==> src/rtl/uart_char_writer.sv <==
// rtl/uart_char_writer.sv - UART transmitter with a small character FIFO
//
// Ports:
//   clk         system clock, all logic on posedge
//   rst_n       synchronous active-low reset
//   char        character to transmit
//   char_valid  char is valid this cycle
//   char_ready  FIFO can accept a character this cycle (from registered count)
//   UART_TX     serial line, idles high, driven straight from a flop
//   busy        registered: FSM not idle, or characters still buffered
//   fifo_count  characters currently buffered
module uart_char_writer #(
  parameter int CLKS_PER_BIT = 1,
  parameter int FIFO_DEPTH   = 4,
  parameter int STOP_BITS    = 1
) (
  input  logic                          clk,
  input  logic                          rst_n,
  input  logic [7:0]                    char,
  input  logic                          char_valid,
  output logic                          char_ready,
  output logic                          UART_TX,
  output logic                          busy,
  output logic [$clog2(FIFO_DEPTH):0]   fifo_count
);

  localparam int PTR_W    = $clog2(FIFO_DEPTH);
  localparam int CNT_W    = $clog2(FIFO_DEPTH) + 1;
  localparam int BCNT_W   = $clog2(CLKS_PER_BIT * 2) + 1;
  localparam int BIT_END  = CLKS_PER_BIT - 1;
  localparam int STOP_END = STOP_BITS * CLKS_PER_BIT - 1;

  typedef enum logic [1:0] {IDLE, START, DATA, STOP} state_t;

  state_t              state, state_n;
  logic [7:0]          mem [FIFO_DEPTH];
  logic [PTR_W-1:0]    wr_ptr, rd_ptr;
  logic [CNT_W-1:0]    count_q, count_n;
  logic [BCNT_W-1:0]   cyc_cnt, cyc_n;
  logic [2:0]          bit_idx, bit_idx_n;
  logic [7:0]          shift, shift_n;
  logic                tx_q, tx_n;
  logic                busy_q, busy_n;
  logic                push, pop;
  logic                bit_done, stop_done;

  assign char_ready = (count_q != CNT_W'(FIFO_DEPTH));
  assign push       = char_valid && char_ready;
  assign UART_TX    = tx_q;
  assign busy       = busy_q;
  assign fifo_count = count_q;

  assign bit_done  = (cyc_cnt == BCNT_W'(BIT_END));
  assign stop_done = (cyc_cnt == BCNT_W'(STOP_END));

  always_comb begin
    state_n   = state;
    tx_n      = tx_q;
    cyc_n     = cyc_cnt;
    bit_idx_n = bit_idx;
    shift_n   = shift;
    pop       = 1'b0;
    case (state)
      IDLE: begin
        tx_n      = 1'b1;
        cyc_n     = '0;
        bit_idx_n = '0;
        if (count_q != '0) begin
          pop     = 1'b1;
          shift_n = mem[rd_ptr];
          tx_n    = 1'b0;
          state_n = START;
        end
      end
      START: begin
        if (bit_done) begin
          // Shift register holds the not-yet-sent bits; bit 0 goes out next.
          tx_n      = shift[0];
          shift_n   = shift >> 1;
          bit_idx_n = '0;
          cyc_n     = '0;
          state_n   = DATA;
        end else begin
          cyc_n = cyc_cnt + BCNT_W'(1);
        end
      end
      DATA: begin
        if (bit_done) begin
          cyc_n = '0;
          if (bit_idx == 3'd7) begin
            tx_n    = 1'b1;
            state_n = STOP;
          end else begin
            tx_n      = shift[0];
            shift_n   = shift >> 1;
            bit_idx_n = bit_idx + 3'd1;
          end
        end else begin
          cyc_n = cyc_cnt + BCNT_W'(1);
        end
      end
      STOP: begin
        if (stop_done) begin
          cyc_n = '0;
          // Chain straight into the next start bit so queued frames have no gap.
          if (count_q != '0) begin
            pop     = 1'b1;
            shift_n = mem[rd_ptr];
            tx_n    = 1'b0;
            state_n = START;
          end else begin
            state_n = IDLE;
          end
        end else begin
          cyc_n = cyc_cnt + BCNT_W'(1);
        end
      end
      default: state_n = IDLE;
    endcase

    case ({push, pop})
      2'b10:   count_n = count_q + CNT_W'(1);
      2'b01:   count_n = count_q - CNT_W'(1);
      default: count_n = count_q;
    endcase

    busy_n = (state_n != IDLE) || (count_n != '0);
  end

  always_ff @(posedge clk) begin
    if (!rst_n) begin
      state   <= IDLE;
      tx_q    <= 1'b1;
      busy_q  <= 1'b0;
      count_q <= '0;
      wr_ptr  <= '0;
      rd_ptr  <= '0;
      cyc_cnt <= '0;
      bit_idx <= '0;
      shift   <= '0;
    end else begin
      state   <= state_n;
      tx_q    <= tx_n;
      busy_q  <= busy_n;
      count_q <= count_n;
      cyc_cnt <= cyc_n;
      bit_idx <= bit_idx_n;
      shift   <= shift_n;
      if (push) wr_ptr <= wr_ptr + PTR_W'(1);
      if (pop)  rd_ptr <= rd_ptr + PTR_W'(1);
    end
  end

  // Storage needs no reset: pointers and count define what is valid.
  always_ff @(posedge clk) begin
    if (push) mem[wr_ptr] <= char;
  end

endmodule

==> config.mk <==
export PLATFORM = sky130hd
export DESIGN_NAME = uart_char_writer
export DESIGN_NICKNAME = d
export VERILOG_FILES = /design/src/rtl/uart_char_writer.sv
export SDC_FILE = /design/constraint.sdc
export NUM_CORES = 1
export LEC_CHECK = 0
export BUFFER_PORTS_ARGS = -buffer_cell sky130_fd_sc_hd__buf_4
export CORE_UTILIZATION = 64
export CTS_CLUSTER_DIAMETER = 80
export DETAILED_ROUTE_END_ITERATION = 8
export MAX_ROUTING_LAYER = met4
export PLACE_DENSITY = 0.84
export SETUP_SLACK_MARGIN = 0.1
export SYNTH_ARGS = -nofsm -noshare
export SYNTH_HDL_FRONTEND = slang
export SYNTH_SLANG_ARGS = --single-unit
==> constraint.sdc <==
create_clock -name clk -period 3.9 [get_ports clk]
set_input_delay 0.78 -clock clk [delete_from_list [all_inputs] [get_ports clk]]
set_output_delay 0.78 -clock clk [all_outputs]
set_load 0.03 [all_outputs]
Yosys cells after proc, flatten, opt, wreduce, memory -nomap -nowiden:

Memory sizes are Yosys's and may differ from the RTL's. A register that Yosys moved wholly into a read port is not among the register bits.
Cells that the tools add are included.

* flip-flop bits (word level): 24
* bits in writable memories: 32
* input bits: 11
* word-level logic and storage cells: 74
* memories: 1

Memory list
* mem: depth 4, width 8, rd ports 1, clocked after memory_dff 1, wr ports 1, RTL line 36 `logic [7:0] mem [FIFO_DEPTH];`

* add/subtract/negate cells: 6
* equal/unequal tests: 12
* multiplexer cells: 34
* reductions and logical operators: 12

Operators by type and width (count)
* two-way mux 8 bit: 5
* case mux 8 bit (4 select lines): 1
* two-way mux 2 bit: 8
* AND reduction 4 bit: 3
* two-way mux 1 bit: 11
* != test 2 bit (second input constant): 5
* two-way mux 3 bit: 3
* case mux 3 bit (3 select lines): 1
* nonzero test 3 bit: 3
* case mux 2 bit (4 select lines): 1
* adder 2 x 1 -> 2 bit (second input constant): 3
* adder 3 x 1 -> 3 bit (second input constant): 2
* == test 2 bit (second input constant): 3
* case mux 3 bit (2 select lines): 1
* == test 2 x 1 -> 1 bit (second input constant): 2
* logical NOT 2 bit: 2
* case mux 1 bit (4 select lines): 1
* case mux 2 bit (2 select lines): 1
* == test 3 bit (second input constant): 1
* != test 3 bit (second input constant): 1
* OR reduction 3 bit: 1
* subtractor 3 x 1 -> 3 bit (second input constant): 1
* case mux 1 bit (2 select lines): 1
* nonzero test 2 bit: 1
* other kinds (2): 2

Depth between registers and ports, before layout:

Gate-level depths: netlist of run 1.

* depth after elaboration: 8
* depth in mapped cells: 12
* mapped depth without buffers: 11

Worst setup path after synthesis of run 1:

Ideal clock, no wire load.

* kind: flip-flop to flip-flop
* start: reg state[0]
* end: reg busy_q, in the netlist busy
* library setup time: 0.075 ns
* arrival time: 2.586 ns
* setup slack: 1.239 ns
* cell stages (with the launch flop): 12
* path buffers: 1
* path through: dfxtp_1 -> inv_1 -> ha_1 -> buf_2 -> nor3_1 -> ha_1 -> inv_1 -> fa_1 -> xor2_1 -> xor2_1 -> a22o_1 -> a31oi_1

* longest elaborated chain between the ends: 6
* elaborated cells between the ends (all ways): 17

RTL lines
* start: declaration: RTL line 35 `state_t state, state_n;`
* start signal: assignment: RTL line 142 `state <= state_n;`
* == test 2 bit / logical NOT 2 bit (equally long branches): RTL line 63 `case (state)`
* case mux 1 bit (2 select lines) *: RTL line 63
* named net pop: RTL line 44 `logic push, pop;`
* == test 2 x 1 -> 1 bit / == test 2 bit (equally long branches): RTL line 121 `case ({push, pop})`
* case mux 3 bit (2 select lines) *: RTL line 121
* nonzero test 3 bit *: RTL line 127 `busy_n = (state_n != IDLE) || (count_n != '0);`
* logical OR 1 bit *: RTL line 127
* end signal: assignment: RTL line 144 `busy_q <= busy_n;`
* end: declaration: RTL line 43 `logic busy_q, busy_n;`

The timed path passes the listed nets; every way through them passes the cells marked *.
A chain may end at the register's enable or synchronous reset.

Worst setup path after layout of run 1:

Ends and elaborated chain as after synthesis.

==> qor.yml, run 1 <==
power_and_ir_drop:
  max-vdd-ir-drop_mv: 0.569
  p_per_area_mw_per_mm2: 774
  leakagePower_nw: 1.15
worst_hold_path:
  hold-path-endpoint: "cyc_cnt[0]"
  hold_path.class: "flip-flop to flip-flop"
  min-delay-start: "cyc_cnt[0]"
  whs_path_depth: 1
worst_setup_path:
  worstRegToRegCells: 10
  critical_path.max_fanout: 11
  path_class: "flip-flop to flip-flop"
  timing.critical_path.from_type: "flip-flop"
  r2r-start: "state[0]"
  rr_endpoint: "busy"
  worst_r2r_setup_slack_ps: 900
  worstPathArrival_ps: 3200
  cp.required_ps: 4100
  worst_setup_path_end_kind: "flip-flop"
sta:
  post-route-min-period_ps: 3000
  rsz_0062_raised_after_global_routing: "false"
  report.final.hold_viol_count: 0
  final.hold.worst_slack_ps: 434
  clock_skew_ps: 10.2
  setup_tns_ps: 0
  period_share: 0.770
  fmax_mhz: 333
  setup_viol: 0
  worstMarginPinSlew_ps: 745
  slew_viol_final: 0
  max_slew_margin_vs_limit: 0.500
layout:
  finalInstanceArea_mm2: 0.00293
  areaGrowthSynthToFinish_pct: 13.1
  design.final.nets: 242
  fillerInstances: 217
  drive_gt1_frac: 0.213
  number_of_inserted_diodes: 0
detailed_routing:
  route.vias.total: 1537
  dr.pass1.iters: 4
  drt-wirelength-per-cell_um: 17.0
  ant_nets: 0
  routed_via_density: 5.71
  remaining_drc_errors: 0
  drtIter0Drc: 81
  routed_wirelength_mm: 4.58
logic_synthesis:
  synth-xor-area-share: 0.0203
  synth.cell_area_mm2: 0.00259
  yosys.cell_types.count: 44
  main_combinational_cell_family_by_area_after_synthesis: "multiplexers"
  yosys-top-cells-area: "edfxtp_1 37%, dfxtp_1 20%, mux4_2 7.0%"
  synth_area_leader_cell: "edfxtp_1"
  post_synth.cell_area_avg_um2: 13.2
  yosysSeqAreaShare: 0.573
  synth_compound_area_frac: 0.0919
  syn-num-nets: 222
  ys_async_sr_fraction: 0
  yosysWarnings: 0
  ys_dominant_reg_cell: "edfxtp_1"
  synth_fa_ha_area_frac: 0.0754
  post_synth_mux_area_share: 0.112
  post-synth-top-count-cell: "edfxtp_1"
  synth_edf_count: 32
  post_synth_most_frequent_cells: "32 x edfxtp_1, 26 x dfxtp_1, 14 x ha_1, 14 x nor2_1"
  synthCells: 196
  synth.ff_latch_count: 58
  netlist.area_leader.share: 0.371
  share_of_synthesized_cell_area_in_and_or_nand_and_nor_gates: 0.0914
global_route:
  grt_first_pass_wirelength_mm: 7.47
  initial_antenna_violation_count: 0
  grt_max_degree: 18
  grt_util_all_layers: 0.257
  grt-ovfl-total: 0
  grt_pass1_vias: 1623
run_status:
  run_status: "finished, final reports clean"
clocking:
  cts_root_buffer: "clkbuf_8"
  cts_htree_levels: 3
  clkTransAtPathRegs_ps: 70
  ctsResizeCount: 0
  cts_tree: "done"
  clk_latency_ps: 330
  cts_buffers: 9
  clkSinkCount: 58
  postCtsSetupBuffers: 0
  max-clock-path-buffers: 2
  holdBufCountCts: 0
placed_design:
  dpl_cell_area_mm2: 0.00272
  routabilityCongestion: 0.789
  dp_hpwl_mm: 3.25
  port_buffers: 16
floorplan:
  placementRows: 22
  die_height_um: 65.6
  die_x_um: 65.6
  die_area_mm2: 0.00430
  ios: 17
  placeableCoreArea_mm2: 0.00377
  floorplan.initialDensity: 0.686
flow_run:
  drv_cap: 0
-- worst max-delay path: stages, from the launching register on --
cell	delay, ps
dfxtp_1	440
inv_1	140
ha_1	530
nor3_1	410
ha_1	250
inv_1	60
fa_1	370
xor2_1	240
xor2_1	200
a22o_1	150
a31oi_1	70
-- per-layer routing --
layer  GRT usage  routed length, um  vias to the layer above
met5           -                  0                        -
met4       0.106                 82                        0
met3      0.0903                182                        9
met2       0.447               2450                       34
met1       0.262               1860                      738
li1            -                  -                      756
-- per-stage QoR --
stage / power, mW / worst slack [ps] / std cells / utilization
after detailed placement: 1.73 / 976 / 253 / 0.722
after floorplan: 1.56 / 1240 / 196 / -
after global placement: 1.67 / 1150 / 253 / 0.722
final: 2.27 / 897 / 269 / 0.776
after global routing: 2.39 / 756 / 269 / 0.776
after CTS: 2.28 / 922 / 269 / 0.776
-- how the worst max path moves through the flow --
stage	start	to	slack, ps
final	state[0]	busy	900
after CTS	state[0]	busy	920
after global placement	state[0]	busy	1150
after global routing	state[0]	busy	760
after detailed placement	state[0]	busy	980
after floorplan	state[0]	busy	1240
-- kinds of logic (layout without fill, tap and decap cells) --
kind of cell,count (synthesis),in the layout
xor+xnor,6,6
buf+inv,20,45
compound gates,35,35
fa+ha+maj,15,15
mux,19,19
flops,58,58
simple gates,43,43
-- where the power goes --
group	total, mW	internal, mW	switching [mW]	leakage (nW)
Sequential	0.863	0.769	0.0938	0.507
Clock	0.541	0.325	0.216	0.104
Combinational	0.863	0.386	0.476	0.542
Total	2.27	1.48	0.786	1.15
-- layout by cell type, fill, tap and decap left out, types with 2 or more instances in the layout --
master,instances
and2_1,2
and3_1,5
mux2i_1,11
nor3_1,3
mux4_2,8
inv_1,12
o21ai_1,2
ha_1,14
nor2_1,14
buf_4,16
or3_1,2
clkbuf_1,3
nor4b_1,3
edfxtp_1,32
or2_2,2
nor2b_1,2
o21ai_0,6
xor2_1,3
xnor2_1,3
nand2_1,5
a31oi_1,2
clkbuf_8,10
clkbuf_16,2
dfxtp_1,26
a21oi_1,12
-- cell type report --
cell class / count / area, um2 / share of cell area
sequential: 58 / 1480 / 0.506
multi-input combinational: 118 / 1010 / 0.346
clock buffer: 15 / 199 / 0.0680
timing repair buffer: 16 / 120 / 0.0410
tap: 48 / 60.1 / 0.0205
inverter: 13 / 48.8 / 0.0167
clock inverter: 1 / 5.00 / 0.00171
-- registers in the layout, indices dropped and copies added, names as in the netlist, named ones only --
signal      cells
cyc_cnt         2
state           2
mem            32
wr_ptr          2
shift           8
UART_TX         1
busy            1
bit_idx         3
rd_ptr          2
fifo_count      3
(Power assumes the default switching activity.)
==> run 2: changes to the inputs <==
--- a/config.mk
+++ b/config.mk
@@ -5,12 +5,13 @@
 export SDC_FILE = /design/constraint.sdc
 export NUM_CORES = 1
 export LEC_CHECK = 0
+export ABC_AREA = 1
 export BUFFER_PORTS_ARGS = -buffer_cell sky130_fd_sc_hd__buf_4
-export CORE_UTILIZATION = 64
+export CORE_UTILIZATION = 60
 export CTS_CLUSTER_DIAMETER = 80
 export DETAILED_ROUTE_END_ITERATION = 8
 export MAX_ROUTING_LAYER = met4
-export PLACE_DENSITY = 0.84
+export PLACE_DENSITY = 0.79
 export SETUP_SLACK_MARGIN = 0.1
 export SYNTH_ARGS = -nofsm -noshare
 export SYNTH_HDL_FRONTEND = slang
==> constraint.sdc (replaced) <==
create_clock -name clk -period 2.89 [get_ports clk]
set_input_delay 0.578 -clock clk [delete_from_list [all_inputs] [get_ports clk]]
set_output_delay 0.578 -clock clk [all_outputs]
set_load 0.03 [all_outputs]
==> run 2 against run 1 <==
Clock power up 30%. Sequential power up 31%. Clock skew down 1.7 ps. First-iteration DRC count up 33%. Critical path depth up 3. Sequential share of layout area down 1.4 points. Worst setup slack worse by 540 ps. Critical endpoint unchanged. Largest power group is now combinational cells.
==> qor.yml, run 2 <==
power_and_ir_drop:
  totalPowerFinal_mw: 3.09  # was 2.27 mW
  p_per_area_mw_per_mm2: 1030  # was 774 mW/mm2
  leakagePower_nw: 1.29  # was 1.15 nW
  max-vdd-ir-drop_mv: 0.810  # was 0.569 mV
detailed_routing:
  route.vias.total: 1931  # was 1537
  ant_nets: 0  # unchanged
  dr.pass1.iters: 4  # unchanged
  drtIter0Drc: 108  # was 81
  routed_via_density: 5.28  # was 5.71
  drt-wirelength-per-cell_um: 13.2  # was 17.0 um
  routed_wirelength_mm: 4.84  # was 4.58 mm
  remaining_drc_errors: 0  # unchanged
logic_synthesis:
  post-synth-top-count-cell: "nand2_1"  # was edfxtp_1
  syn-num-nets: 317  # was 222
  ys_async_sr_fraction: 0  # unchanged
  synthCells: 291  # was 196
  synth_edf_count: 32  # unchanged
  yosysWarnings: 0  # unchanged
  yosysSeqAreaShare: 0.552  # was 0.573
  netlist.area_leader.share: 0.358  # was 0.371
  post_synth_most_frequent_cells: "68 x nand2_1, 35 x nor2_1, 32 x edfxtp_1, 28 x inv_1, 26 x dfxtp_1"  # was 32 x edfxtp_1, 26 x dfxtp_1, 14 x ha_1, 14 x nor2_1
  ys_dominant_reg_cell: "edfxtp_1"  # unchanged
  yosys-top-cells-area: "edfxtp_1 36%, dfxtp_1 19%, nand2_1 9.5%"  # was edfxtp_1 37%, dfxtp_1 20%, mux4_2 7.0%
  synth_area_leader_cell: "edfxtp_1"  # unchanged
  yosys.cell_types.count: 32  # was 44
  synth.ff_latch_count: 58  # unchanged
  synth.cell_area_mm2: 0.00269  # was 0.00259 mm2
  post_synth.cell_area_avg_um2: 9.23  # was 13.2 um2
clocking:
  cts_root_buffer: "clkbuf_8"  # unchanged
  clkSinkCount: 58  # unchanged
  max-clock-path-buffers: 2  # unchanged
  clk_latency_ps: 330  # about the same
  holdBufCountCts: 0  # unchanged
  cts_htree_levels: 3  # unchanged
  cts_tree: "done"  # unchanged
  cts_buffers: 9  # unchanged
  ctsResizeCount: 0  # unchanged
  postCtsSetupBuffers: 0  # unchanged
  clkTransAtPathRegs_ps: 60  # was 70 ps
sta:
  setup_tns_ps: 0  # unchanged
  clock_skew_ps: 8.50  # was 10.2 ps
  timing.final.ws_setup_ps: 357  # was 897 ps
  max_slew_margin_vs_limit: 0.445  # was 0.500
  slew_viol_final: 0  # unchanged
  rsz_0062_raised_after_global_routing: "false"  # unchanged
  post-route-min-period_ps: 2530  # was 3000 ps
  period_share: 0.876  # was 0.770
  setup_viol: 0  # unchanged
  report.final.hold_viol_count: 0  # unchanged
  fmax_mhz: 395  # was 333 MHz
  worstMarginPinSlew_ps: 830  # was 745 ps
layout:
  fillerInstances: 313  # was 217
  design.final.nets: 337  # was 242
  drive_gt1_frac: 0.142  # was 0.213
  final_core_util: 0.727  # was 0.776
  areaGrowthSynthToFinish_pct: 12.2  # was 13.1%
  most_frequent_cells_in_the_layout: "68 x nand2_1, 35 x nor2_1, 32 x edfxtp_1"  # was 32 x edfxtp_1, 26 x dfxtp_1, 16 x buf_4
  most_frequent_standard_cell_in_the_layout_excluding_fill_and_tap_cells: "nand2_1"  # was edfxtp_1
  largest_registers: "mem x32, shift x8"  # unchanged
  regMostFlops: "mem"  # unchanged
  largest_register_ffs: 32  # unchanged
  number_of_inserted_diodes: 0  # unchanged
worst_setup_path:
  worstPathArrival_ps: 2770  # was 3200 ps
  worst_setup_path_end_kind: "flip-flop"  # unchanged
  cp.required_ps: 3120  # was 4100 ps
  critical_path.max_fanout: 9  # was 11
  timing.critical_path.from_type: "flip-flop"  # unchanged
  cp_cell_sequence: "inv_1, ha_1, inv_4, nand3_1, inv_1, ha_1, inv_1, fa_1, o21ai_0, nor2_1, nand3_1, nor2_1, a21oi_1"  # was inv_1, ha_1, nor3_1, ha_1, inv_1, fa_1, xor2_1, xor2_1, a22o_1, a31oi_1
  critical-path-max-stage-delay_ps: 420  # was 530 ps
  crit_path_top_delay_cell: "fa_1"  # was ha_1
  worst_path_dominant_cell_family: "adder cells"  # unchanged
  worstPathBufferInverterCount: 4  # was 2
  critical_path_s_most_frequent_cell: "inv_1"
  path_class: "flip-flop to flip-flop"  # unchanged
global_route:
  grt_first_pass_wirelength_mm: 7.89  # was 7.47 mm
  grt_util_all_layers: 0.246  # was 0.257
  grt_max_degree: 18  # unchanged
  grt-ovfl-total: 0  # unchanged
  grt_pass1_vias: 1742  # was 1623
  initial_antenna_violation_count: 0  # unchanged
flow_run:
  drv_cap: 0  # unchanged
placed_design:
  port_buffers: 16  # unchanged
  routabilityCongestion: 0.819  # was 0.789
  dp_slack_ps: 301  # was 976 ps
  dp_hpwl_mm: 3.26  # was 3.25 mm
floorplan:
  placeableCoreArea_mm2: 0.00414  # was 0.00377 mm2
  ios: 17  # unchanged
  die_height_um: 68.9  # was 65.6 um
  die_x_um: 68.9  # was 65.6 um
  floorplan.initialDensity: 0.648  # was 0.686
  die_area_mm2: 0.00475  # was 0.00430 mm2
  placementRows: 23  # was 22
worst_hold_path:
  hold_path.class: "flip-flop to flip-flop"  # unchanged
run_status:
  run_status: "finished, final reports clean"  # unchanged
-- run 2: cell types whose count changed after synthesis, sizes merged, moves of 11 or more --
cell   before  now
nand3       1   19
nand2       5   70
mux2i      11    0
a21oi      13   26
inv        12   31
nor2       14   38
-- run 2: worst reg2reg max path, cell delays in order, from the launching register on --
cell	delay [ps]
dfxtp_1	400
inv_1	120
ha_1	340
inv_4	130
nand3_1	110
inv_1	100
ha_1	180
inv_1	80
fa_1	420
o21ai_0	210
nor2_1	80
nand3_1	90
nor2_1	50
a21oi_1	150
-- run 2: layout make-up --
type	instances	area [um2]	area share
Clock buffer	12	145	0.0482
Clock inverter	4	43.8	0.0145
Inverter	32	123	0.0407
Multi-Input combinational cell	192	1020	0.339
Sequential cell	58	1480	0.492
Tap cell	50	62.6	0.0208
Timing Repair Buffer	18	135	0.0449
-- run 2: through the flow --
stage	hold WS, ps	instance area, um2	instances
after floorplan	392	2690	291
after global routing	429	3010	366
after detailed placement	409	2820	350
after global placement	401	2820	350
final	413	3010	366
after CTS	416	3010	366
-- run 2: final timing paths --
kind                                 start          to  slack (ps)  cells after the start
worst max-delay path              state[1]        busy         360                     13
worst min-delay path            cyc_cnt[0]  cyc_cnt[0]         410                      1
worst max register to register    state[1]        busy         360                     13
worst min register to register  cyc_cnt[0]  cyc_cnt[0]         410                      1
-- run 2: cells by family (layout without fill, tap and decap cells) --
kind of cell / count (synthesis) / count (layout) / share of synthesized area
simple gates: 131 / 131 / 0.213
flops: 58 / 58 / 0.552
compound gates: 46 / 46 / 0.0941
buf+inv: 41 / 66 / 0.0680
fa+ha+maj: 15 / 15 / 0.0727
-- run 2: per-layer routing --
metal  global-route usage  vias to the layer above  routed length, um
li1                     -                      998                  -
met1                0.304                      869               2270
met2                0.373                       54               2250
met3               0.0674                       10                244
met4                0.115                        0                 81
met5                    -                        -                  0
-- run 2: power breakdown --
part	internal, mW	leakage [nW]	switching [mW]
Sequential	1.04	0.508	0.0929
Combinational	0.427	0.687	0.827
Clock	0.416	0.0978	0.290
